[src/rtl/uart_rx_fifo.sv]
// uart_rx_fifo
//   Receive-side byte buffer behind the UART receiver FSM. Each completed
//   frame (one-cycle wr_valid strobe) is stored together with its frame-error
//   flag in a circular FIFO. The core drains it through rd_en and gets a
//   registered result one cycle later, marked by a one-cycle rd_valid pulse.
//
// Ports
//   clk, rst_n          : clock, synchronous active-low reset
//   wr_data/wr_ferr     : byte and frame-error flag from the receiver
//   wr_valid            : one-cycle strobe qualifying wr_data/wr_ferr
//   rd_en               : read request from the core
//   rd_data/rd_ferr     : registered read result (held between reads)
//   rd_valid            : one-cycle pulse, rd_data/rd_ferr just updated
//   empty/full/count    : fill level, all decoded from the registered count
//   overrun             : sticky, a write was dropped because of a full FIFO
//   clr_overrun         : one-cycle clear of overrun (a same-cycle drop wins)
module uart_rx_fifo #(
  parameter int DEPTH_LOG2 = 4,
  parameter int DATA_WIDTH = 8
) (
  input  logic                  clk,
  input  logic                  rst_n,
  input  logic [DATA_WIDTH-1:0] wr_data,
  input  logic                  wr_ferr,
  input  logic                  wr_valid,
  input  logic                  rd_en,
  output logic [DATA_WIDTH-1:0] rd_data,
  output logic                  rd_ferr,
  output logic                  rd_valid,
  output logic                  empty,
  output logic                  full,
  output logic [DEPTH_LOG2:0]   count,
  output logic                  overrun,
  input  logic                  clr_overrun
);

  localparam int DEPTH = 1 << DEPTH_LOG2;
  localparam logic [DEPTH_LOG2:0] CNT_FULL = (DEPTH_LOG2 + 1)'(DEPTH);

  typedef struct packed {
    logic                  ferr;
    logic [DATA_WIDTH-1:0] data;
  } entry_t;

  entry_t                mem [DEPTH];
  logic [DEPTH_LOG2-1:0] wr_ptr, rd_ptr;
  logic                  rd_acc, wr_acc, drop;

  assign empty  = (count == '0);
  assign full   = (count == CNT_FULL);

  // A read in the same cycle frees a slot, so a full FIFO still takes the
  // write. An empty FIFO never forwards the incoming byte (no bypass).
  assign rd_acc = rd_en && !empty;
  assign wr_acc = wr_valid && (!full || rd_acc);
  assign drop   = wr_valid && full && !rd_acc;

  // Storage is deliberately not reset; the pointers define what is valid.
  always_ff @(posedge clk) begin
    if (rst_n && wr_acc) mem[wr_ptr] <= '{ferr: wr_ferr, data: wr_data};
  end

  // Pointers wrap naturally at DEPTH (power of two).
  always_ff @(posedge clk) begin
    if (!rst_n) begin
      wr_ptr <= '0;
      rd_ptr <= '0;
      count  <= '0;
    end else begin
      if (wr_acc) wr_ptr <= wr_ptr + 1'b1;
      if (rd_acc) rd_ptr <= rd_ptr + 1'b1;
      case ({wr_acc, rd_acc})
        2'b10:   count <= count + 1'b1;
        2'b01:   count <= count - 1'b1;
        default: count <= count;
      endcase
    end
  end

  // Registered read port; data holds its last value when no read is accepted.
  always_ff @(posedge clk) begin
    if (!rst_n) begin
      rd_data  <= '0;
      rd_ferr  <= 1'b0;
      rd_valid <= 1'b0;
    end else begin
      rd_valid <= rd_acc;
      if (rd_acc) begin
        rd_data <= mem[rd_ptr].data;
        rd_ferr <= mem[rd_ptr].ferr;
      end
    end
  end

  // Sticky overrun; a drop in the same cycle as the clear keeps it set.
  always_ff @(posedge clk) begin
    if (!rst_n)           overrun <= 1'b0;
    else if (drop)        overrun <= 1'b1;
    else if (clr_overrun) overrun <= 1'b0;
  end

endmodule

[config.mk]
export PLATFORM = sky130hd
export DESIGN_NAME = uart_rx_fifo
export DESIGN_NICKNAME = d
export VERILOG_FILES = /design/src/rtl/uart_rx_fifo.sv
export SDC_FILE = /design/constraint.sdc
export NUM_CORES = 1
export LEC_CHECK = 0
export ABC_AREA = 1
export CORE_MARGIN = 1
export CORE_UTILIZATION = 45
export CTS_BUF_LIST = sky130_fd_sc_hd__clkbuf_8
export CTS_CLUSTER_SIZE = 16
export DETAILED_ROUTE_END_ITERATION = 10
export PLACE_DENSITY = 0.64
export SYNTH_ARGS = -nofsm -noshare
export SYNTH_HDL_FRONTEND = slang
export SYNTH_SLANG_ARGS = --single-unit
export TNS_END_PERCENT = 1
[constraint.sdc]
create_clock -name clk -period 3.92 [get_ports clk]
set_clock_uncertainty 0.15 [all_clocks]
set_input_delay 0.784 -clock clk [delete_from_list [all_inputs] [get_ports clk]]
set_output_delay 0.784 -clock clk [all_outputs]
set_load 0.03 [all_outputs]
==> results of run 1 <==
==> final cells by class <==
cell class | instances | share of cell area
sequential | 168 | 0.585
inverter | 103 | 0.0480
tap | 216 | 0.0329
clock buffer | 17 | 0.0285
clock inverter | 15 | 0.0197
multi-input combinational | 430 | 0.243
timing repair buffer | 36 | 0.0424
==> synthesized netlist by cell type <==
| cell | count |
|---|---|
| inv_1 | 97 |
| edfxtp_1 | 144 |
| nand3_4 | 1 |
| o21bai_1 | 1 |
| dfxtp_1 | 24 |
| nand2_1 | 201 |
| nor2_1 | 65 |
| a21oi_2 | 2 |
| buf_2 | 14 |
| clkbuf_1 | 2 |
| buf_6 | 5 |
| nand2_4 | 4 |
| a21oi_1 | 8 |
| inv_4 | 1 |
| inv_2 | 3 |
| clkinv_1 | 1 |
| nand3b_1 | 1 |
| buf_4 | 7 |
| buf_1 | 2 |
| o21ai_4 | 1 |
| fa_1 | 1 |
| o21ai_1 | 8 |
| o21ai_0 | 9 |
| clkbuf_2 | 1 |
| clkinv_4 | 1 |
| nand3_2 | 3 |
| xor2_1 | 2 |
| ha_1 | 8 |
| nand2_2 | 1 |
| nand3_1 | 111 |
| nor2_4 | 2 |
| xnor2_1 | 1 |
==> path summary, 6_finish.rpt <==
check / depth (start not counted) / slack (ns) / endpoint
max: 4 / 1.13 / full
min: 2 / 0.33 / overrun
max reg2reg: 12 / 1.64 / count[3]
min reg2reg: 2 / 0.33 / overrun
==> per-stage QoR <==
| stage | power, mW | utilization |
|---|---|---|
| floorplan | 3.01 | - |
| global placement | 3.33 | 0.490 |
| detailed placement | 3.35 | 0.490 |
| CTS | 4.57 | 0.515 |
| global route | 4.80 | 0.515 |
| finish | 4.55 | 0.515 |
==> flip-flops by register name, summed over array words and instances (netlist names) <==
signal,flops
count,5
mem,144
overrun,1
rd_data,8
rd_ferr,1
rd_ptr,4
rd_valid,1
wr_ptr,4
==> where the power goes <==
part	switching (mW)	total (mW)	internal, mW
Sequential	0.0609	2.08	2.01
Combinational	0.841	1.24	0.401
Clock	0.615	1.23	0.619
Total	1.52	4.55	3.03
==> metal layers <==
| layer | up-vias | global-route usage | wire (µm) |
|---|---|---|---|
| li1 | 2424 | - | - |
| met1 | 2329 | 0.294 | 7460 |
| met2 | 162 | 0.339 | 7840 |
| met3 | 25 | 0.0566 | 1140 |
| met4 | 0 | 0.0759 | 331 |
| met5 | - | 0 | 0 |
==> cells by family (layout without fill, tap and decap cells) <==
| family | count (synthesis) | in the layout | synth area share |
|---|---|---|---|
| AO/OA/AOI/OAI | 29 | 29 | 0.0225 |
| buffers and inverters | 134 | 171 | 0.0802 |
| adder cells (fa/ha/maj) | 9 | 9 | 0.0162 |
| AND/OR/NAND/NOR | 389 | 389 | 0.228 |
| flip-flops | 168 | 168 | 0.650 |
| XOR/XNOR | 3 | 3 | 0.00355 |
==> worst reg2reg max path: cells and delay by family (launching register included) <==
family	cells	cell delay [ns]
and+or+nand+nor	7	0.63
buffers and inverters	2	0.34
xor gates and xnor gates	1	0.14
AOI/OAI and AO/OA	1	0.16
DFF	1	0.47
adders and majority gates	1	0.29
==> impl_results.md, run 1 <==
- CP Class: flip-flop to output port
- Total CTS buffers: 17
- Die H: 130 µm
- Top delay family on crit path: buffers and inverters
- Post-DP HPWL: 10700 µm
- Setup crit start: count[0]
- Startpoint types: flip-flop
- Yosys warns: 0
- Port-buffer cells: 31
- Final #Nets: 779
- Cts hold-fix bufs: 0
- Clock sink total: 168
- Peak Freq: 358 MHz
- Critical path arrival: 1.86 ns
- # IOs: 32
- HP Start: overrun
- Largest net degree at the start of global routing: 75
- Initial Util: 0.464
- Critical Path RT: 2.99 ns
- Die Area: 0.0169 mm²
- Yosys reg bits: 168
- Endpoints failing hold: 0
- Vias per std cell: 5.02
- Maxcap violations: 0
- Syn_nets: 755
- Die width: 130 µm
- Clk_lat worst skew: 0.45 ns
- CTS tree: yes
- Post-Layout Cell Count: 985
- Critical path peak fanout: 5
- Mean Syn Cell Area: 10.1 µm²
- Crit-path cells: nor2_4, nand3_4, inv_1, clkdlybuf4s50_1
- Register area: 0.00481 mm²
- Hold WS: 0.332 ns
- Most frequent cells in the layout: 201 x nand2_1, 144 x edfxtp_1, 111 x nand3_1
- CP max stage delay: 0.67 ns
- CTS Buffer Depth: 2
- First-pass GRT wire length: 26400 µm
- PD cells: 554 mW/mm²
- Reg clk slew, reported paths: 0.09 ns
- Post-route DRC violation count: 0
- Routed Antenna Nets: 0
- Leakage: 3.34 nW
- Setup Viol. Count Final: 0
- TritonRoute pass-1 iters: 4
- Share of layout cells above drive strength 1: 0.0676
- RSZ-0062 raised after global routing: false
- Clock root buffer: clkbuf_8
- DRT iter0 DRCs: 492
- Core area: 0.0159 mm²
- Row cnt: 46
- WL/cell: 17.0 µm
- Total placed cells including tap cells: 953
- Via count: 4940
- GRT Residual Overflow: 0
- CTS resizes: 0
- Postcts setup bufs: 0
- Final GP Congestion: 0.878
- Tot GR Track Use: 0.217
- Diode count: 0
- Detailed Route WL: 16800 µm
- Filler instances: 1412
- Status: finished clean
- Area delta synth->final: 11.0%
- Register area share after synthesis: 0.650
- Number of H-tree levels: 4
- Minimum clock period: 2.79 ns
- Worst vdd ir: 0.424 mV
- Commonest non-fill, non-tap cell in the layout: nand2_1
- Synthesized instance count: 732
- Area of the multi-input gates: 0.00200 mm²
- Synth top area cells: edfxtp_1 58%, nand2_1 10%, nand3_1 7.5%
- Antenna violations before repair: 0
- Reg-to-Reg Start: count[1]
- Synth area leader: edfxtp_1
- Setup TNS: 0 ns
- Hold WC Path Type: flip-flop to flip-flop
- Finished Cell Area: 0.00821 mm²
- Relative slew margins: 0.182
- Netlist cell types: 32
- Share of the synthesized area in the top cell type: 0.585
- Slack of the critical path: 1.13 ns
- Syn Std Cell Area: 0.00739 mm²
- Worst path bufs/invs: 2
- Tcrit/Tclk final: 0.713
- Pre-CTS setup slack: 0.881 ns
- Pins Over Slew Limit: 0
- Slowest cell on the critical path: clkdlybuf4s50_1
- Vias in the first global route: 4819
- Placed inst area: 0.00781 mm²
- Crit. End Element: output port
- Worst-Margin Slew: 1.23 ns
Note: power is estimated with default switching activity, not from simulation.
==> run 2, diff against run 1 <==
==> constraint.sdc (replaced) <==
create_clock -name clk -period 2.6 [get_ports clk]
set_clock_uncertainty 0.15 [all_clocks]
set_input_delay 0.52 -clock clk [delete_from_list [all_inputs] [get_ports clk]]
set_output_delay 0.52 -clock clk [all_outputs]
set_load 0.03 [all_outputs]
==> run 2 against run 1 <==
Net effect:
- setup slack lost 0.86 ns
- core utilization rose by 1.4 points
- sequential cell count unchanged
- die area unchanged
- non-clock buffer count increased by 32
- critical endpoint is now count[1]
- largest cell class unchanged
- largest power group unchanged
==> impl_results.md, run 2 (same netlist as run 1, synthesis figures left out) <==
- Most frequent cells in the layout: 201 x nand2_1, 144 x edfxtp_1, 111 x nand3_1
- Most flops, register: mem
- Endpoints failing hold: 0
- Setup TNS: 0 ns
- Vias in the first global route: 5021
- Peak Freq: 429 MHz
- Reg clk slew, reported paths: 0.09 ns
- CTS Buffer Depth: 2
- Switching power of the nets: 2.28 mW
- Core area: 0.0159 mm²
- Clock root buffer: clkbuf_8
- RSZ-0062 raised after global routing: false
- Commonest non-fill, non-tap cell in the layout: nand2_1
- Finished Cell Area: 0.00843 mm²
- Reg-to-Reg Start: count[1]
- Clk_lat worst skew: 0.46 ns
- Met2 Usage GRT: 0.353
- Diode count: 0
- Hold WC Path Type: flip-flop to flip-flop
- Detailed Route WL: 16900 µm
- Slack of the worst reg-to-reg path: 0.47 ns
- Startpoint types: flip-flop
- Part of the power in registers: 0.467
- PD cells: 795 mW/mm²
- Largest net degree at the start of global routing: 75
- Via count: 5123
- Biggest registers after layout: mem x144, rd_data x8, count x5
- Slowest cell on the critical path: clkdlybuf4s50_1
- Logic pwr share: 0.288
- Setup crit start: count[1]
- Total CTS buffers: 17
- Setup Viol. Count Final: 0
- Final GP Congestion: 0.874
- Routing usage on met1: 0.277
- Filler instances: 1428
- Worst path bufs/invs: 1
- Crit-path cells: clkdlybuf4s50_1
- Register area: 0.00481 mm²
- Final #Nets: 811
- Maxcap violations: 0
- Worst-Margin Slew: 0.743 ns
- Row cnt: 46
- Total power: 6.71 mW
- GRT Residual Overflow: 0
- Max reg flops: 144
- CTS tree: yes
- Cts hold-fix bufs: 0
- Vias per std cell: 5.04
- Post-route DRC violation count: 0
- Clock share of power: 0.245
- Routed Antenna Nets: 0
- Tot GR Track Use: 0.217
- Worst vdd ir: 0.450 mV
- # IOs: 32
- CP max stage delay: 0.73 ns
- Number of H-tree levels: 4
- Crit. End Element: output port
- Relative slew margins: 0.505
- M3 GR Usage: 0.0513
- Post-DP HPWL: 11100 µm
- TritonRoute pass-1 iters: 6
- Status: finished clean
- Critical path peak fanout: 5
- Critical path arrival: 1.66 ns
- Gr busiest metal: met2
- CP Class: flip-flop to output port
- WL/cell: 16.6 µm
- Die Area: 0.0169 mm²
- Antenna violations before repair: 0
- Placed inst area: 0.00808 mm²
- Area delta synth->final: 14.1%
- P_int: 4.42 mW
- Port-buffer cells: 31
- Clock sink total: 168
- DRT iter0 DRCs: 511
- Postcts setup bufs: 0
- Area of the multi-input gates: 0.00200 mm²
- Die width: 130 µm
- Share of layout cells above drive strength 1: 0.106
- Tcrit/Tclk final: 0.897
- Pins Over Slew Limit: 0
- HP Start: overrun
- Sw frac: 0.341
- Die H: 130 µm
- Leakage: 3.52 nW
- Critical Path RT: 1.93 ns
- Top delay family on crit path: buffers and inverters
- Initial Util: 0.464
- First-pass GRT wire length: 26400 µm
- Minimum clock period: 2.33 ns
-- run 2: power groups by stage --
stage                     logic (mW)  registers [mW]  clock network [mW]
final                           1.93            3.13                1.65
after global routing            2.13            3.14                1.79
after CTS                       1.93            3.13                1.68
after detailed placement        1.92            3.19                   0
after floorplan                 1.21            3.33                   0
after global placement          1.89            3.18                   0
-- run 2: repair_timing --
action,4_1_cts,5_1_grt
endpoints found under the setup margin,0,2
hold endpoints to repair,0,0
gates resized for setup,0,2
-- run 2: layer usage --
layer / routed length, µm / vias up
met5: 0 / -
met4: 401 / 0
met3: 954 / 32
met2: 8220 / 167
met1: 7290 / 2434
li1: - / 2490
-- run 2: metrics by stage --
step	hold WS (ns)	util	setup WS, ns	cells
after floorplan	0.320	-	0.466	732
after global placement	0.306	0.507	0.159	985
after detailed placement	0.322	0.507	0.127	985
after CTS	0.335	0.529	0.00730	1017
after global routing	0.352	0.529	0.206	1017
final	0.326	0.529	0.268	1017
-- run 2: cell type report --
class                           count  area share
Sequential cell                   168       0.570
Multi-Input combinational cell    430       0.237
Timing Repair Buffer               68      0.0733
Inverter                          103      0.0467
Tap cell                          216      0.0320
Clock buffer                       17      0.0277
Clock inverter                     15      0.0136
-- run 2: path summary, 6_finish.rpt --
kind,end,depth (start not counted)
worst max register to register,count[4],13
worst max-delay path,count[1],1
worst min register to register,overrun,2
worst min-delay path,overrun,2
